`config.mk`:
```
export PLATFORM = sky130hd
export DESIGN_NAME = adc_read_stream_source_flat
export DESIGN_NICKNAME = d
export VERILOG_FILES = /design/src/rtl/adc_read_stream_source_if.sv /design/src/rtl/adc_read_stream_source.sv /design/src/flat_wrapper.sv
export SDC_FILE = /design/constraint.sdc
export NUM_CORES = 1
export LEC_CHECK = 0
export CAP_MARGIN = 20
export CELL_PAD_IN_SITES_DETAIL_PLACEMENT = 0
export CELL_PAD_IN_SITES_GLOBAL_PLACEMENT = 1
export CORE_MARGIN = 2
export CORE_UTILIZATION = 50
export CTS_BUF_LIST = sky130_fd_sc_hd__clkbuf_16
export DETAILED_ROUTE_END_ITERATION = 12
export DONT_BUFFER_PORTS = 1
export PLACE_DENSITY = 0.7
export SLEW_MARGIN = 20
export SYNTH_ARGS = -nofsm -noshare
export SYNTH_HDL_FRONTEND = slang
export SYNTH_SLANG_ARGS = --single-unit
```
`constraint.sdc`:
```
create_clock -name bus_clk -period 12.6 [get_ports bus_clk]
set_input_delay 1.26 -clock bus_clk [delete_from_list [all_inputs] [get_ports bus_clk]]
set_output_delay 1.26 -clock bus_clk [all_outputs]
set_load 0.005 [all_outputs]
```
`src/rtl/adc_read_stream_source_if.sv`:
```
// Host read-stream bundle between the PCIe core (slave) and a user-side source (master).
interface adc_read_stream_source_if;
    logic        user_r_read_open;
    logic        user_r_read_rden;
    logic [31:0] user_r_read_data;
    logic        user_r_read_empty;
    logic        user_r_read_eof;

    modport master (
        input  user_r_read_open,
        input  user_r_read_rden,
        output user_r_read_data,
        output user_r_read_empty,
        output user_r_read_eof
    );

    modport slave (
        output user_r_read_open,
        output user_r_read_rden,
        input  user_r_read_data,
        input  user_r_read_empty,
        input  user_r_read_eof
    );
endinterface

```
`src/rtl/adc_read_stream_source.sv`:
```
// Packs 8-bit ADC samples into 32-bit words, buffers them in a standard FIFO
// and serves them on a host read stream, ending each capture with eof.
module adc_read_stream_source #(
    parameter int unsigned DEPTH_LOG2    = 4,
    parameter int unsigned CAPTURE_WORDS = 1024
) (
    input  logic                            bus_clk,
    input  logic                            trn_reset_n,
    input  logic                            sample_valid,
    input  logic [7:0]                      sample_data,
    adc_read_stream_source_if.master        rd,
    output logic                            overflow
);
    localparam int unsigned          DEPTH     = 1 << DEPTH_LOG2;
    localparam logic [DEPTH_LOG2:0]  DEPTH_CNT = (DEPTH_LOG2 + 1)'(DEPTH);
    localparam logic [15:0]          CAP_CNT   = 16'(CAPTURE_WORDS);

    typedef enum logic [1:0] {IDLE, CAPTURE, DONE} state_t;

    state_t              state, state_n;
    logic                open_prev;
    logic [1:0]          lane;
    logic [23:0]         pack;
    logic [15:0]         word_cnt;
    logic [DEPTH_LOG2:0] wr_ptr, rd_ptr, wr_ptr_n, rd_ptr_n, count, count_n;
    logic [31:0]         mem [DEPTH];
    logic [31:0]         data_q;
    logic                empty_q, eof_q;

    logic open, open_rise, flush, full, capture_end, take, word_done, push, drop, pop;
    logic [31:0] word;

    assign open        = rd.user_r_read_open;
    assign open_rise   = open && !open_prev;
    // Both a close and a fresh open throw away everything buffered for the old capture.
    assign flush       = !open || open_rise;
    assign count       = wr_ptr - rd_ptr;
    assign full        = (count == DEPTH_CNT);
    assign capture_end = (word_cnt == CAP_CNT);
    assign take        = (state == CAPTURE) && !capture_end && sample_valid && !flush;
    assign word_done   = take && (lane == 2'd3);
    assign push        = word_done && !full;
    assign drop        = word_done && full;
    assign pop         = rd.user_r_read_rden && !empty_q && !flush;
    assign word        = {sample_data, pack};

    always_comb begin
        wr_ptr_n = flush ? '0 : wr_ptr + (DEPTH_LOG2 + 1)'(push);
        rd_ptr_n = flush ? '0 : rd_ptr + (DEPTH_LOG2 + 1)'(pop);
        count_n  = wr_ptr_n - rd_ptr_n;
    end

    always_comb begin
        state_n = state;
        if (!open) begin
            state_n = IDLE;
        end else begin
            unique case (state)
                IDLE:    if (open_rise) state_n = CAPTURE;
                CAPTURE: if (capture_end) state_n = DONE;
                DONE:    state_n = DONE;
                default: state_n = IDLE;
            endcase
        end
    end

    always_ff @(posedge bus_clk) begin
        if (push) mem[wr_ptr[DEPTH_LOG2-1:0]] <= word;
    end

    always_ff @(posedge bus_clk or negedge trn_reset_n) begin
        if (!trn_reset_n) begin
            state     <= IDLE;
            open_prev <= 1'b0;
            lane      <= '0;
            pack      <= '0;
            word_cnt  <= '0;
            wr_ptr    <= '0;
            rd_ptr    <= '0;
            data_q    <= '0;
            empty_q   <= 1'b1;
            eof_q     <= 1'b0;
            overflow  <= 1'b0;
        end else begin
            state     <= state_n;
            open_prev <= open;
            wr_ptr    <= wr_ptr_n;
            rd_ptr    <= rd_ptr_n;
            empty_q   <= (count_n == '0);
            eof_q     <= (state_n == DONE) && (count_n == '0);

            if (flush) begin
                lane     <= '0;
                pack     <= '0;
                word_cnt <= '0;
            end else if (take) begin
                lane <= lane + 2'd1;
                unique case (lane)
                    2'd0:    pack[7:0]   <= sample_data;
                    2'd1:    pack[15:8]  <= sample_data;
                    2'd2:    pack[23:16] <= sample_data;
                    default: pack        <= '0;
                endcase
                if (word_done) word_cnt <= word_cnt + 16'd1;
            end

            // Overflow survives a close so the host can still inspect it; only a new capture clears it.
            if (open_rise)  overflow <= 1'b0;
            else if (drop)  overflow <= 1'b1;

            if (pop) data_q <= mem[rd_ptr[DEPTH_LOG2-1:0]];
        end
    end

    assign rd.user_r_read_data  = data_q;
    assign rd.user_r_read_empty = empty_q;
    assign rd.user_r_read_eof   = eof_q;
endmodule

```
`src/flat_wrapper.sv`:
```
// flat-port wrapper written by rule: the top's interface ports become plain ports
module adc_read_stream_source_flat 
#(
    parameter int unsigned DEPTH_LOG2    = 4,
    parameter int unsigned CAPTURE_WORDS = 1024
)
  (bus_clk, trn_reset_n, sample_valid, sample_data, overflow, rd_user_r_read_open, rd_user_r_read_rden, rd_user_r_read_data, rd_user_r_read_empty, rd_user_r_read_eof);
  adc_read_stream_source_if rd_i ();
  input  logic bus_clk;
  input  logic trn_reset_n;
  input  logic sample_valid;
  input  logic [7:0] sample_data;
  output logic overflow;
  input wire logic [$bits(rd_i.user_r_read_open)-1:0] rd_user_r_read_open;
  input wire logic [$bits(rd_i.user_r_read_rden)-1:0] rd_user_r_read_rden;
  output wire logic [$bits(rd_i.user_r_read_data)-1:0] rd_user_r_read_data;
  output wire logic [$bits(rd_i.user_r_read_empty)-1:0] rd_user_r_read_empty;
  output wire logic [$bits(rd_i.user_r_read_eof)-1:0] rd_user_r_read_eof;
  assign rd_i.user_r_read_open = rd_user_r_read_open;
  assign rd_i.user_r_read_rden = rd_user_r_read_rden;
  assign rd_user_r_read_data = rd_i.user_r_read_data;
  assign rd_user_r_read_empty = rd_i.user_r_read_empty;
  assign rd_user_r_read_eof = rd_i.user_r_read_eof;
  adc_read_stream_source #(.DEPTH_LOG2(DEPTH_LOG2), .CAPTURE_WORDS(CAPTURE_WORDS)) u_core (.bus_clk(bus_clk), .trn_reset_n(trn_reset_n), .sample_valid(sample_valid), .sample_data(sample_data), .rd(rd_i), .overflow(overflow));
endmodule
```
**Word-level counts from Yosys, hierarchy flattened**

Memory sizes are Yosys's and may differ from the RTL's. A register that Yosys moved wholly into a read port is not among the register bits.
Cells that the tools add are included.
Widths: inputs -> output; s select.

- Register bits: 58
- Bits in writable memories: 512
- Output and inout port bits: 35
- Memories kept: 1

Memories:

| name | depth | width | rd ports | clocked after Yosys merged registers in | wr ports | line | text |
|---|---|---|---|---|---|---|---|
| u_core.mem | 16 | 32 | 1 | 1 | 1 | adc_read_stream_source.sv:26 | `logic [31:0] mem [DEPTH];` |

- $add $sub $neg: 6
- Eq/ne operators: 11
- Muxes and demuxes: 20
- Reduce and logical (&&, ||, !) cells: 31

Operators with widths:

| operator | number |
|---|---|
| $mux 16 | 3 |
| $mux 24 | 2 |
| $pmux 8 s2 | 3 |
| $add 16x1->16 const B | 1 |
| $eq 16x11->1 const B | 1 |
| $add 5x1->5 | 2 |
| $logic_and 1x1->1 | 10 |
| $mux 2 | 5 |
| $mux 5 | 2 |
| $sub 5x5->5 | 2 |
| $eq 2x2->1 const B | 4 |
| $reduce_and 2->1 | 4 |
| $logic_not 1->1 | 7 |
| $ne 2x1->1 const B | 3 |
| $pmux 2 s3 | 1 |
| $reduce_bool 2->1 | 3 |
| $reduce_or 2->1 | 3 |
| $eq 5x5->1 const B | 1 |
| $logic_not 5->1 | 1 |
| $eq 2x1->1 const B | 2 |
| $logic_not 2->1 | 2 |
| $mux 1 | 4 |
| $add 2x1->2 const B | 1 |
| $logic_or 1x1->1 | 1 |

**Logic depth before layout (Yosys ltp)**

Gate-level depths: netlist of the first run.

- Depth after elaboration: 12
- Mapped depth: 20

**Least setup slack after synthesis of the first run**

Ideal clock, no wire load.

- Path type: register to register
- From: register u_core.rd_ptr[1]
- To: memory u_core.mem[10][0], enable pin
- Data arrival time: 5.420 ns
- Data required time: 12.098 ns
- Slack: 6.678 ns
- Stages on the path, launching flop included: 12
- Buffers on the path: 4
- Clock period less this slack: 5.922 ns
- Path through: dfrtp_1 buf_2 buf_2 buf_2 inv_1 ha_1 nor2b_1 o21a_1 o211ai_1 a21oi_4 buf_2 nor4_1

- Cells in the longest elaborated chain, start to end: 6

RTL lines:

| element | line | text |
|---|---|---|
| start: declaration | adc_read_stream_source.sv:25 | `logic [DEPTH_LOG2:0] wr_ptr, rd_ptr, wr_ptr_n, rd_ptr_n, count, count_n;` |
| start signal: assignment | adc_read_stream_source.sv:88 | `rd_ptr <= rd_ptr_n;` |
| $sub 5x5->5 | adc_read_stream_source.sv:37 | `assign count = wr_ptr - rd_ptr;` |
| $eq 5x5->1 | adc_read_stream_source.sv:38 | `assign full = (count == DEPTH_CNT);` |
| $logic_not 1->1 | adc_read_stream_source.sv:42 | `assign push = word_done && !full;` |
| $logic_and 1x1->1 | adc_read_stream_source.sv:42 |  |
| $mux 1 | adc_read_stream_source.sv:68 | `if (push) mem[wr_ptr[DEPTH_LOG2-1:0]] <= word;` |
| $mux 1 (not written as such) | adc_read_stream_source.sv:68 |  |
| end: declaration | adc_read_stream_source.sv:26 |  |

Every way passes these cells.

**Final worst setup path of the first run**

- From: register u_core.rd_ptr[1]
- To: register u_core.eof_q (netlist: u_core.rd.user_r_read_eof)

- Cells in the longest elaborated chain, start to end: 9
- Elaborated cells between the ends (all ways): 11
- Those cells by class: add/sub: 4; eq/ne: 1; mux: 2; reduce/logical: 4

RTL lines:

| element | line | text |
|---|---|---|
| $sub 5x5->5 | adc_read_stream_source.sv:37 |  |
| $eq 5x5->1 | adc_read_stream_source.sv:38 |  |
| $logic_not 1->1 | adc_read_stream_source.sv:42 |  |
| $logic_and 1x1->1 | adc_read_stream_source.sv:42 |  |
| $add 5x1->5 | adc_read_stream_source.sv:48 | `wr_ptr_n = flush ? '0 : wr_ptr + (DEPTH_LOG2 + 1)'(push);` |
| $mux 5 | adc_read_stream_source.sv:48 |  |
| named net u_core.wr_ptr_n[1] | adc_read_stream_source.sv:25 |  |
| $sub 5x5->5 | adc_read_stream_source.sv:50 | `count_n = wr_ptr_n - rd_ptr_n;` |
| $logic_not 5->1 | adc_read_stream_source.sv:90 | `eof_q <= (state_n == DONE) && (count_n == '0);` |
| $logic_and 1x1->1 | adc_read_stream_source.sv:90 |  |
| end signal: assignment | adc_read_stream_source.sv:90 |  |
| end: declaration | adc_read_stream_source.sv:28 | `logic empty_q, eof_q;` |

The timed path passes the listed nets, and every way through them passes these cells.
A chain may end at the register's enable or synchronous reset.

==> impl_metrics.yaml, run 1 <==
synthesis:
  synth_cells: 1205
  yosys_warnings: 0
  synth-seq-cells: 602
  synth_edf_count: 512
  synth_cell_types: 58
  async_reset_ff_frac: 0.1495
  ys_seq_area_frac: 0.7432
  syn_avg_cell_area_um2: 19.68
  syn_area_um2: 23720
  synth_nets: 1236
  synth_ff_type: "edfxtp_1"
power:
  seqPwrFrac: 0.560
  clkPwrFrac: 0.437
  p_leak_nw: 8.744
  pwr-share-comb: 0.003
  p_per_area_nw_per_um2: 145.6
  intPower_mw: 3.099
  switching_share: 0.1917
  p_sw_mw: 0.7353
  vdd_ir_drop_max_v: 0.0001031
timing:
  period_needed_ns: 4.838
  setup_viol: 0
  post-route-period-util: 0.3840
  slew_headroom: 0.2598
  slew_violations: 0
  max_slew.worst_pin.slew_ns: 1.110
  rsz0062_at_grt: "false"
  worst_slack_ns: 7.762
  hold_viol_final: 0
  fin_setup_tns_ns: 0
  fmax_mhz: 206.7
  skew_ns: 0.009627
job:
  drv_cap: 0
floorplan:
  core_um2: 46650
  pin_count: 48
  dieArea_um2: 49190
  start_util: 0.5084
  rows: 79
  die_h_um: 221.8
  die_x_um: 221.8
drt:
  vias_per_cell: 6.080
  ant_nets: 0
  drc: 2
  route.vias.total: 11479
  totalWireLength_mm: 50.85
  drt_iter0_markers: 1021
  wl_per_cell_um: 26.93
  drt-pass1-iter-count: 9
setup_path:
  startpoint_type: "register"
  cp.required_ns: 13.13
  cp-end-kind: "register"
  r2r_cells: 16
  cp.arrival_ns: 5.37
  crit_path_max_fanout: 43
  crit_type: "register to register"
finish:
  final_nets: 1263
  final_cell_mix: "512 x edfxtp_1, 128 x mux4_2, 87 x dfrtp_1"
  n_antenna_cell: 0
  fin_area_um2: 26340
  area_delta_synth_final_pct: 11.06
  multiInputGateArea_um2: 5797
  layout_commonest_cell: "edfxtp_1"
  drive_above_1_share: 0.2436
  nFillCells: 3545
  seq_area_um2: 17640
clock_tree:
  postCtsHoldBufs: 0
  insertion_delay_ns: 0.60
  cts_sinks: 602
  cts_made_buffers: 60
  cts-root-buf: "clkbuf_16"
  cts_tree: "done"
  cts.path.max_buffers: 3
  postCtsSetupRepairBufs: 0
  htreeDepth: 2
  ctsResizeCount: 0
  clkTransAtPathRegs_ns: 0.06
placed_design:
  preCtsSetupSlack_ns: 7.758
  hpwlAfterDp_mm: 26.05
  place_area_um2: 24490
  routabilityCongestion: 0.7919
  io_buffers: 0
grt:
  grt_pass1_wl_mm: 76.40
  grt-ovfl-total: 0
  grt_pass1_vias: 12048
  antenna_found_initial: 0
  track_usage: 0.2111
  grt_max_degree: 91
outcome:
  outcome: "finished with violations"
  violations: "DRC"
min_path:
  holdCritPathClass: "primary input to async pin"
## critical path, stage by stage (launching register included)
cell and delay, ns:
dfrtp_4 0.87, inv_1 0.10, ha_1 0.33, nor2b_1 0.14, o21a_1 0.18, or4_4 0.50
a21oi_4 0.56, nor2_1 0.12, ha_1 0.22, ha_1 0.26, and3_1 0.16, ha_1 0.29
nor2b_1 0.13, o21a_1 0.16, or3_1 0.31, o22a_1 0.23, nor3b_2 0.17
## sequential cells by signal, indices dropped and copies added, names as in the netlist, 2 cells and up
| name | flops |
|---|---|
| u_core.lane | 2 |
| u_core.mem | 512 |
| u_core.pack | 24 |
| u_core.rd.user_r_read_data | 32 |
| u_core.rd_ptr | 5 |
| u_core.state | 2 |
| u_core.word_cnt | 16 |
| u_core.wr_ptr | 5 |
## power by group through the flow
stage / combinational (mW) / sequential [mW] / clock (mW)
global route: 0.0111 / 2.15 / 1.78
floorplan: 0.00860 / 2.19 / 0
CTS: 0.0101 / 2.15 / 1.71
global placement: 0.0101 / 2.19 / 0
detailed placement: 0.0101 / 2.19 / 0
finish: 0.0101 / 2.15 / 1.68
## logic make-up after synthesis
family | after synthesis | share of synthesized area
AO/OA/AOI/OAI | 133 | 0.04553
AND/OR/NAND/NOR | 213 | 0.05038
XOR/XNOR | 24 | 0.009443
multiplexers | 133 | 0.1242
flip-flops | 602 | 0.7432
buffers and inverters | 82 | 0.01773
adder cells (fa/ha/maj) | 18 | 0.009496
## Yosys cell counts (8+ instances only)
| cell | number | area, um2 |
|---|---|---|
| edfxtp_1 | 512 | 15370 |
| mux4_2 | 128 | 2883 |
| dfrtp_1 | 89 | 2227 |
| nand2_1 | 70 | 262.8 |
| nand3_1 | 38 | 190.2 |
| a22o_1 | 32 | 280.3 |
| o21ai_1 | 32 | 160.2 |
| clkbuf_1 | 27 | 101.4 |
| a21oi_1 | 26 | 130.1 |
| nor2_1 | 25 | 93.84 |
| a221oi_2 | 21 | 315.3 |
| buf_2 | 21 | 105.1 |
| ha_1 | 18 | 225.2 |
| inv_1 | 15 | 56.30 |
| xnor2_1 | 14 | 122.6 |
| nor4_1 | 13 | 81.33 |
| a221oi_1 | 11 | 96.34 |
| xor2_1 | 9 | 78.83 |
| buf_6 | 8 | 90.09 |
| nor4_2 | 8 | 100.1 |
## area by class of cell
cell class | count | area share
clock inverters | 50 | 0.01221
clock buffers | 61 | 0.05795
repair buffers | 32 | 0.009263
well taps | 607 | 0.02883
multi-input cells | 521 | 0.2201
flip-flops and latches | 602 | 0.6695
inverters | 15 | 0.002138
## final timing paths
kind,start,slack [ns],to
min,trn_reset_n,0.35,u_core.word_cnt[8]$_DFFE_PN0P_
max,u_core.rd_ptr[1]$_DFF_PN0_,7.76,u_core.rd.user_r_read_eof$_DFF_PN0_
min in group bus_clk,u_core.rd.user_r_read_data[14]$_DFFE_PN0P_,0.51,u_core.rd.user_r_read_data[14]$_DFFE_PN0P_
min reg2reg,u_core.rd.user_r_read_data[14]$_DFFE_PN0P_,0.51,u_core.rd.user_r_read_data[14]$_DFFE_PN0P_
max in group asynchronous,trn_reset_n,12.05,u_core.rd.user_r_read_empty$_DFF_PN1_
max reg2reg,u_core.rd_ptr[1]$_DFF_PN0_,7.76,u_core.rd.user_r_read_eof$_DFF_PN0_
## per-stage QoR
step           instances  utilization  total power, mW  hold WS (ns)
2_1_floorplan       1205            -            2.196        0.4793
4_1_cts             1888       0.5645            3.870        0.3078
3_3_place_gp        1777       0.5249            2.198        0.4954
6_report            1888       0.5646            3.835        0.3481
5_1_grt             1888       0.5646            3.941        0.3184
3_5_place_dp        1777       0.5249            2.199        0.5038
## layer usage
layer / vias up / wire [um] / track usage
met1: 6109 / 22060 / 0.2957
met5: - / 57 / 0.008798
li1: 4970 / - / -
met3: 72 / 2963 / 0.03697
met4: 2 / 1061 / 0.06255
met2: 326 / 24700 / 0.3430
No activity file was read; power rests on OpenSTA's default activity.
==> inputs of run 2 (changes only) <==
--- a/config.mk
+++ b/config.mk
@@ -5,15 +5,16 @@
 export SDC_FILE = /design/constraint.sdc
 export NUM_CORES = 1
 export LEC_CHECK = 0
+export ABC_AREA = 1
 export CAP_MARGIN = 20
 export CELL_PAD_IN_SITES_DETAIL_PLACEMENT = 0
 export CELL_PAD_IN_SITES_GLOBAL_PLACEMENT = 1
 export CORE_MARGIN = 2
-export CORE_UTILIZATION = 50
+export CORE_UTILIZATION = 47
 export CTS_BUF_LIST = sky130_fd_sc_hd__clkbuf_16
 export DETAILED_ROUTE_END_ITERATION = 12
 export DONT_BUFFER_PORTS = 1
-export PLACE_DENSITY = 0.7
+export PLACE_DENSITY = 0.73
 export SLEW_MARGIN = 20
 export SYNTH_ARGS = -nofsm -noshare
 export SYNTH_HDL_FRONTEND = slang
==> constraint.sdc (replaced) <==
create_clock -name bus_clk -period 4.08 [get_ports bus_clk]
set_input_delay 0.408 -clock bus_clk [delete_from_list [all_inputs] [get_ports bus_clk]]
set_output_delay 0.408 -clock bus_clk [all_outputs]
set_load 0.005 [all_outputs]
==> impl_metrics.yaml, run 2 <==
power:
  p_leak_nw: 9.703
  vdd_ir_drop_max_v: 0.0003643
  p_per_area_nw_per_um2: 438.3
grt:
  grt-ovfl-total: 0
  grt_pass1_wl_mm: 94.14
  antenna_found_initial: 4
  track_usage: 0.2353
  grt_max_degree: 95
  grt_pass1_vias: 15369
timing:
  fin_setup_tns_ns: 0
  post-route-period-util: 0.8113
  rsz0062_at_grt: "false"
  period_needed_ns: 3.310
  max_slew.worst_pin.slew_ns: 1.082
  skew_ns: 0.02181
  hold_viol_final: 0
  slew_violations: 0
  fmax_mhz: 302.1
  slew_headroom: 0.2789
  setup_viol: 0
  hold_ws_ns: 0.07139
drt:
  drt-pass1-iter-count: 6
  drt_iter0_markers: 1626
  totalWireLength_mm: 62.84
  vias_per_cell: 5.641
  drc: 0
  ant_nets: 0
  route.vias.total: 15777
  wl_per_cell_um: 22.47
synthesis:
  synth_cell_types: 35
  synth_top_area_cell: "edfxtp_1"
  async_reset_ff_frac: 0.1495
  synth_top_family_by_area: "simple AND/OR/NAND/NOR gates"
  synthTopCellsByCount: "512 x edfxtp_1, 459 x nand2_1, 260 x nor2_1, 203 x o21ai_0, 108 x a21oi_1"
  syn_area_um2: 24590
  yosysMostFrequentCell: "edfxtp_1"
  synth-compound-area-share: 0.09516
  ys_seq_area_frac: 0.7170
  synth.top_cell.area_share: 0.6253
  synth-simple-area-share: 0.1296
  synth-seq-cells: 602
  synth-xor-area-share: 0.001781
  synth_edf_count: 512
  synth_ff_type: "edfxtp_1"
  muxShareOfSynthArea: 0.01303
  yosys_warnings: 0
  synth_nets: 2103
  syn_avg_cell_area_um2: 11.87
  synth_cells: 2072
  synthAdderAreaFrac: 0.009160
  synth.area.top_cells: "edfxtp_1 63%, dfrtp_1 9.1%, nand2_1 7.0%"
min_path:
  holdCritPathClass: "primary input to register"
  holdPathEnd: "u_core.pack[20]$_DFFE_PN0P_"
  hold_start: "sample_data[4]"
  hold_depth: 4
finish:
  n_antenna_cell: 0
  final_nets: 2098
  layout_commonest_cell: "edfxtp_1"
  area_delta_synth_final_pct: 11.09
  final_cell_mix: "512 x edfxtp_1, 457 x nand2_1, 244 x nor2_1"
  largest_reg_flops: 512
  drive_above_1_share: 0.07416
setup_path:
  setup.worst_path.start: "u_core.rd_ptr[2]$_DFF_PN0_"
  cp.required_ns: 4.58
  crit_path_max_fanout: 6
  r2r_slack_ns: 0.77
  cp-end-kind: "register"
  cp.arrival_ns: 3.81
  r2r_end: "u_core.rd.user_r_read_eof$_DFF_PN0_"
  startpoint_type: "register"
  r2r_start: "u_core.rd_ptr[2]$_DFF_PN0_"
  crit_type: "register to register"
  r2r_cells: 20
outcome:
  outcome: "complete, no violations"
floorplan:
  start_util: 0.4773
  core_um2: 51510
  rows: 83
  die_x_um: 232.7
  pin_count: 48
  die_h_um: 232.7
  dieArea_um2: 54160
clock_tree:
  cts-root-buf: "clkbuf_16"
  clkTransAtPathRegs_ns: 0.06
  insertion_delay_ns: 0.63
  htreeDepth: 2
  cts.path.max_buffers: 3
  cts_sinks: 602
  cts_made_buffers: 61
  ctsResizeCount: 0
  cts_tree: "done"
placed_design:
  routabilityCongestion: 0.8336
  io_buffers: 0
  hpwlAfterDp_mm: 30.70
job:
  drv_cap: 0
run 2: where the power goes:
group	leakage (nW)	internal [mW]	total [mW]	switching, mW
registers	5.52	6.64	6.67	0.0245
logic	3.18	0.0178	0.0898	0.0720
clock network	1.01	2.92	5.22	2.29
total	9.70	9.58	12.0	2.39
run 2: worst max-delay path by stage:
stage	cells after the start	end
6_report	20	u_core.rd.user_r_read_eof$_DFF_PN0_
5_1_grt	21	u_core.rd.user_r_read_eof$_DFF_PN0_
4_1_cts	21	u_core.rd.user_r_read_eof$_DFF_PN0_
3_5_place_dp	21	u_core.rd.user_r_read_eof$_DFF_PN0_
3_3_place_gp	22	u_core.rd.user_r_read_eof$_DFF_PN0_
2_1_floorplan	11	u_core.mem[10][0]$_DFFE_PP_
run 2: final cells by class:
cell class | instances | area, um2
fill | 4405 | 24200
sequential | 602 | 17630
multi-input combinational | 1292 | 6241
clock buffer | 62 | 1551
tap | 680 | 850.8
timing repair buffer | 46 | 478.0
clock inverter | 51 | 312.8
inverter | 64 | 246.5
run 2: repair_timing:
item                      CTS  global route
hold buffers               11             0
setup buffers               0             0
hold endpoints to repair  222             0
run 2: critical path, cell delays in order, from the launching register on:
cell and delay (ns):
dfrtp_1 0.45, inv_2 0.06, ha_1 0.35, a21oi_1 0.23, nand3b_1 0.10, nand2_1 0.10, nand2_1 0.06, nor2_1 0.18
nor2_1 0.07, ha_1 0.20, ha_1 0.18, inv_1 0.10, o21ai_0 0.10, a21oi_1 0.18, ha_1 0.28, nand2_1 0.08
nand2_1 0.07, a21oi_1 0.17, nand3_1 0.10, nand3_1 0.10, nor2_1 0.04
run 2: layer usage:
layer / vias to the layer above / track usage / part of all wire / wire [um]
li1: 7285 / - / - / -
met1: 7839 / 0.3287 / 0.43 / 27120
met2: 558 / 0.3855 / 0.47 / 29820
met3: 93 / 0.03995 / 0.073 / 4607
met4: 2 / 0.05752 / 0.020 / 1279
met5: - / 0 / 0.00021 / 13
run 2: per-stage QoR:
stage          instance area, um2    util  std cells  power, mW  setup slack [ns]
4_1_cts                     27310  0.5303       2797      12.05            0.7795
6_report                    27310  0.5303       2797      11.97            0.7701
2_1_floorplan               24590       -       2072      6.813            0.3192
5_1_grt                     27310  0.5303       2797      12.30            0.4035
3_5_place_dp                25320  0.4916       2673      6.835            0.7838
3_3_place_gp                25320  0.4916       2673      6.834            0.8496
run 2: cell families after synthesis:
group,Yosys count
muxes,32
xor gates and xnor gates,5
and+or+nand+nor,804
adders and majority gates,18
AOI/OAI and AO/OA,433
buffers and inverters,178
DFF,602
==> inputs of run 3 (changes only) <==
--- a/config.mk
+++ b/config.mk
@@ -5,16 +5,16 @@
 export SDC_FILE = /design/constraint.sdc
 export NUM_CORES = 1
 export LEC_CHECK = 0
-export ABC_AREA = 1
+export ABC_AREA = 0
 export CAP_MARGIN = 20
 export CELL_PAD_IN_SITES_DETAIL_PLACEMENT = 0
 export CELL_PAD_IN_SITES_GLOBAL_PLACEMENT = 1
 export CORE_MARGIN = 2
-export CORE_UTILIZATION = 47
+export CORE_UTILIZATION = 50
 export CTS_BUF_LIST = sky130_fd_sc_hd__clkbuf_16
 export DETAILED_ROUTE_END_ITERATION = 12
 export DONT_BUFFER_PORTS = 1
-export PLACE_DENSITY = 0.73
+export PLACE_DENSITY = 0.7
 export SLEW_MARGIN = 20
 export SYNTH_ARGS = -nofsm -noshare
 export SYNTH_HDL_FRONTEND = slang
==> constraint.sdc (replaced) <==
create_clock -name bus_clk -period 3.25 [get_ports bus_clk]
set_input_delay 0.325 -clock bus_clk [delete_from_list [all_inputs] [get_ports bus_clk]]
set_output_delay 0.325 -clock bus_clk [all_outputs]
set_load 0.005 [all_outputs]
==> impl_metrics.yaml, run 3 (synthesis results as in run 1) <==
outcome:
  outcome: "finished with violations"
  violations: "DRC, setup timing"
clock_tree:
  cts-root-buf: "clkbuf_16"
  clkTransAtPathRegs_ns: 0.06
  cts_tree: "done"
  cts.path.max_buffers: 3
  cts_sinks: 602
  insertion_delay_ns: 0.62
  cts_made_buffers: 60
  htreeDepth: 2
setup_path:
  critPathMaxStageDelay_ns: 0.51
  critPathSlowestCell: "or4_4"
  worst_path_most_repeated_cell: "ha_4"
  path_cells: "inv_4 > ha_4 > nor2b_1 > o21a_1 > or4_4 > a21oi_4 > nor2_1 > ha_2 > ha_4 > and3_4 > ha_4 > nor2b_4 > o21a_1 > or3_1 > o22a_1 > nor3b_2"
  startpoint_type: "register"
  crit_path_max_fanout: 2
  crit_type: "register to register"
  cp.arrival_ns: 4.19
  setup.worst_path.start: "u_core.rd_ptr[1]$_DFF_PN0_"
  r2r_start: "u_core.rd_ptr[1]$_DFF_PN0_"
  cp-end-kind: "register"
  cp.required_ns: 3.80
drt:
  drt_iter0_markers: 1007
  totalWireLength_mm: 52.20
  drt-pass1-iter-count: 9
  vias_per_cell: 6.003
  wl_per_cell_um: 26.74
  ant_nets: 0
  route.vias.total: 11717
  drc: 2
timing:
  slew_headroom: 0.3761
  setup_viol: 2
  fmax_mhz: 274.0
  max_slew.worst_pin.slew_ns: 0.9328
  post-route-period-util: 1.123
  period_needed_ns: 3.650
  slew_violations: 0
  hold_viol_final: 0
  rsz0062_at_grt: "true"
  skew_ns: 0.01464
  hold_ws_ns: 0.03303
  worst_slack_ns: -0.3999
power:
  p_leak_nw: 9.180
  switching_share: 0.1946
  p_per_area_nw_per_um2: 575.2
  p_sw_mw: 3.073
  total_power_mw: 15.79
  seqPwrFrac: 0.527
  intPower_mw: 12.72
  vdd_ir_drop_max_v: 0.0004074
  clkPwrFrac: 0.466
  pwr-share-comb: 0.008
floorplan:
  dieArea_um2: 49190
  core_um2: 46650
  rows: 79
  start_util: 0.5084
  die_h_um: 221.8
  pin_count: 48
  die_x_um: 221.8
finish:
  final_nets: 1325
  n_antenna_cell: 0
  final_cell_mix: "512 x edfxtp_1, 128 x mux4_2, 87 x dfrtp_1"
  drive_above_1_share: 0.2885
  area_delta_synth_final_pct: 15.77
  layout_commonest_cell: "edfxtp_1"
  largest_reg_flops: 512
grt:
  track_usage: 0.2172
  grt_pass1_vias: 12250
  use_met3: 0.03883
  grt_max_degree: 91
  antenna_found_initial: 0
  busiest_layer: "met2"
  gr-usage-met1: 0.3024
  use_met2: 0.3600
  grt_pass1_wl_mm: 78.67
  grt-ovfl-total: 0
placed_design:
  io_buffers: 0
  routabilityCongestion: 0.7402
  hpwlAfterDp_mm: 28.08
job:
  drv_cap: 0
min_path:
  holdCritPathClass: "primary input to register"
  hold_start: "rd_user_r_read_open"
run 3: critical path, delay by kind of cell (launching register included):
family	cells	cell delay (ns)
buf+inv	1	0.06
compound gates	4	0.73
fa+ha+maj	4	0.84
simple gates	7	1.46
flops	1	0.49
run 3: worst paths after layout:
path	endpoint	slack, ns	depth (start not counted)
worst max-delay path	u_core.rd.user_r_read_eof$_DFF_PN0_	-0.40	16
worst min-delay path	u_core.wr_ptr[1]$_DFF_PN0_	0.03	2
worst max register to register	u_core.rd.user_r_read_eof$_DFF_PN0_	-0.40	16
worst min register to register	u_core.rd.user_r_read_data[8]$_DFFE_PN0P_	0.51	2
max in group asynchronous	u_core.rd_ptr[0]$_DFF_PN0_	2.46	2
min in group asynchronous	u_core.rd.user_r_read_data[3]$_DFFE_PN0P_	0.32	2
run 3: cell type report:
class                           count  area [um2]
Inverter                           15       58.81
Clock buffer                       61        1526
Multi-Input combinational cell    521        5973
Fill cell                        3405       19200
Clock inverter                     52       590.6
Tap cell                          607       759.5
Sequential cell                   602       17640
Timing Repair Buffer               94       914.6
run 3: timing repair:
| item | CTS | global route |
|---|---|---|
| hold buffers | 12 | 0 |
| cloned | 1 | 0 |
| hold endpoints to repair | 252 | 0 |
| setup endpoints to repair | 32 | 3 |
| resized for setup | 3 | 4 |
| pin swaps | 8 | 5 |
| setup buffers | 5 | 0 |
run 3: power by group through the flow:
stage	Clock, mW	Sequential, mW	Combinational [mW]
4_1_cts	7.49	8.32	0.122
6_report	7.35	8.32	0.119
3_3_place_gp	0	8.48	0.0453
3_5_place_dp	0	8.48	0.0457
2_1_floorplan	0	8.48	0.0339
5_1_grt	7.78	8.32	0.131
run 3: metal layers:
layer | part of all wire | wire (um)
met3 | 0.054 | 2816
met2 | 0.50 | 26100
met4 | 0.021 | 1111
met1 | 0.42 | 22170
met5 | 0 | 0
run 3: through the flow:
stage	util	instance area (um2)	setup TNS, ns	setup WS, ns	instances
finish	0.5886	27460	-0.7324	-0.3999	1952
floorplan	-	23880	-347.27	-1.047	1205
detailed placement	0.5374	25070	-3.660	-0.4528	1821
CTS	0.5880	27440	-0.8014	-0.4332	1952
global route	0.5886	27460	-1.020	-0.5434	1952
global placement	0.5374	25070	-2.550	-0.4474	1821
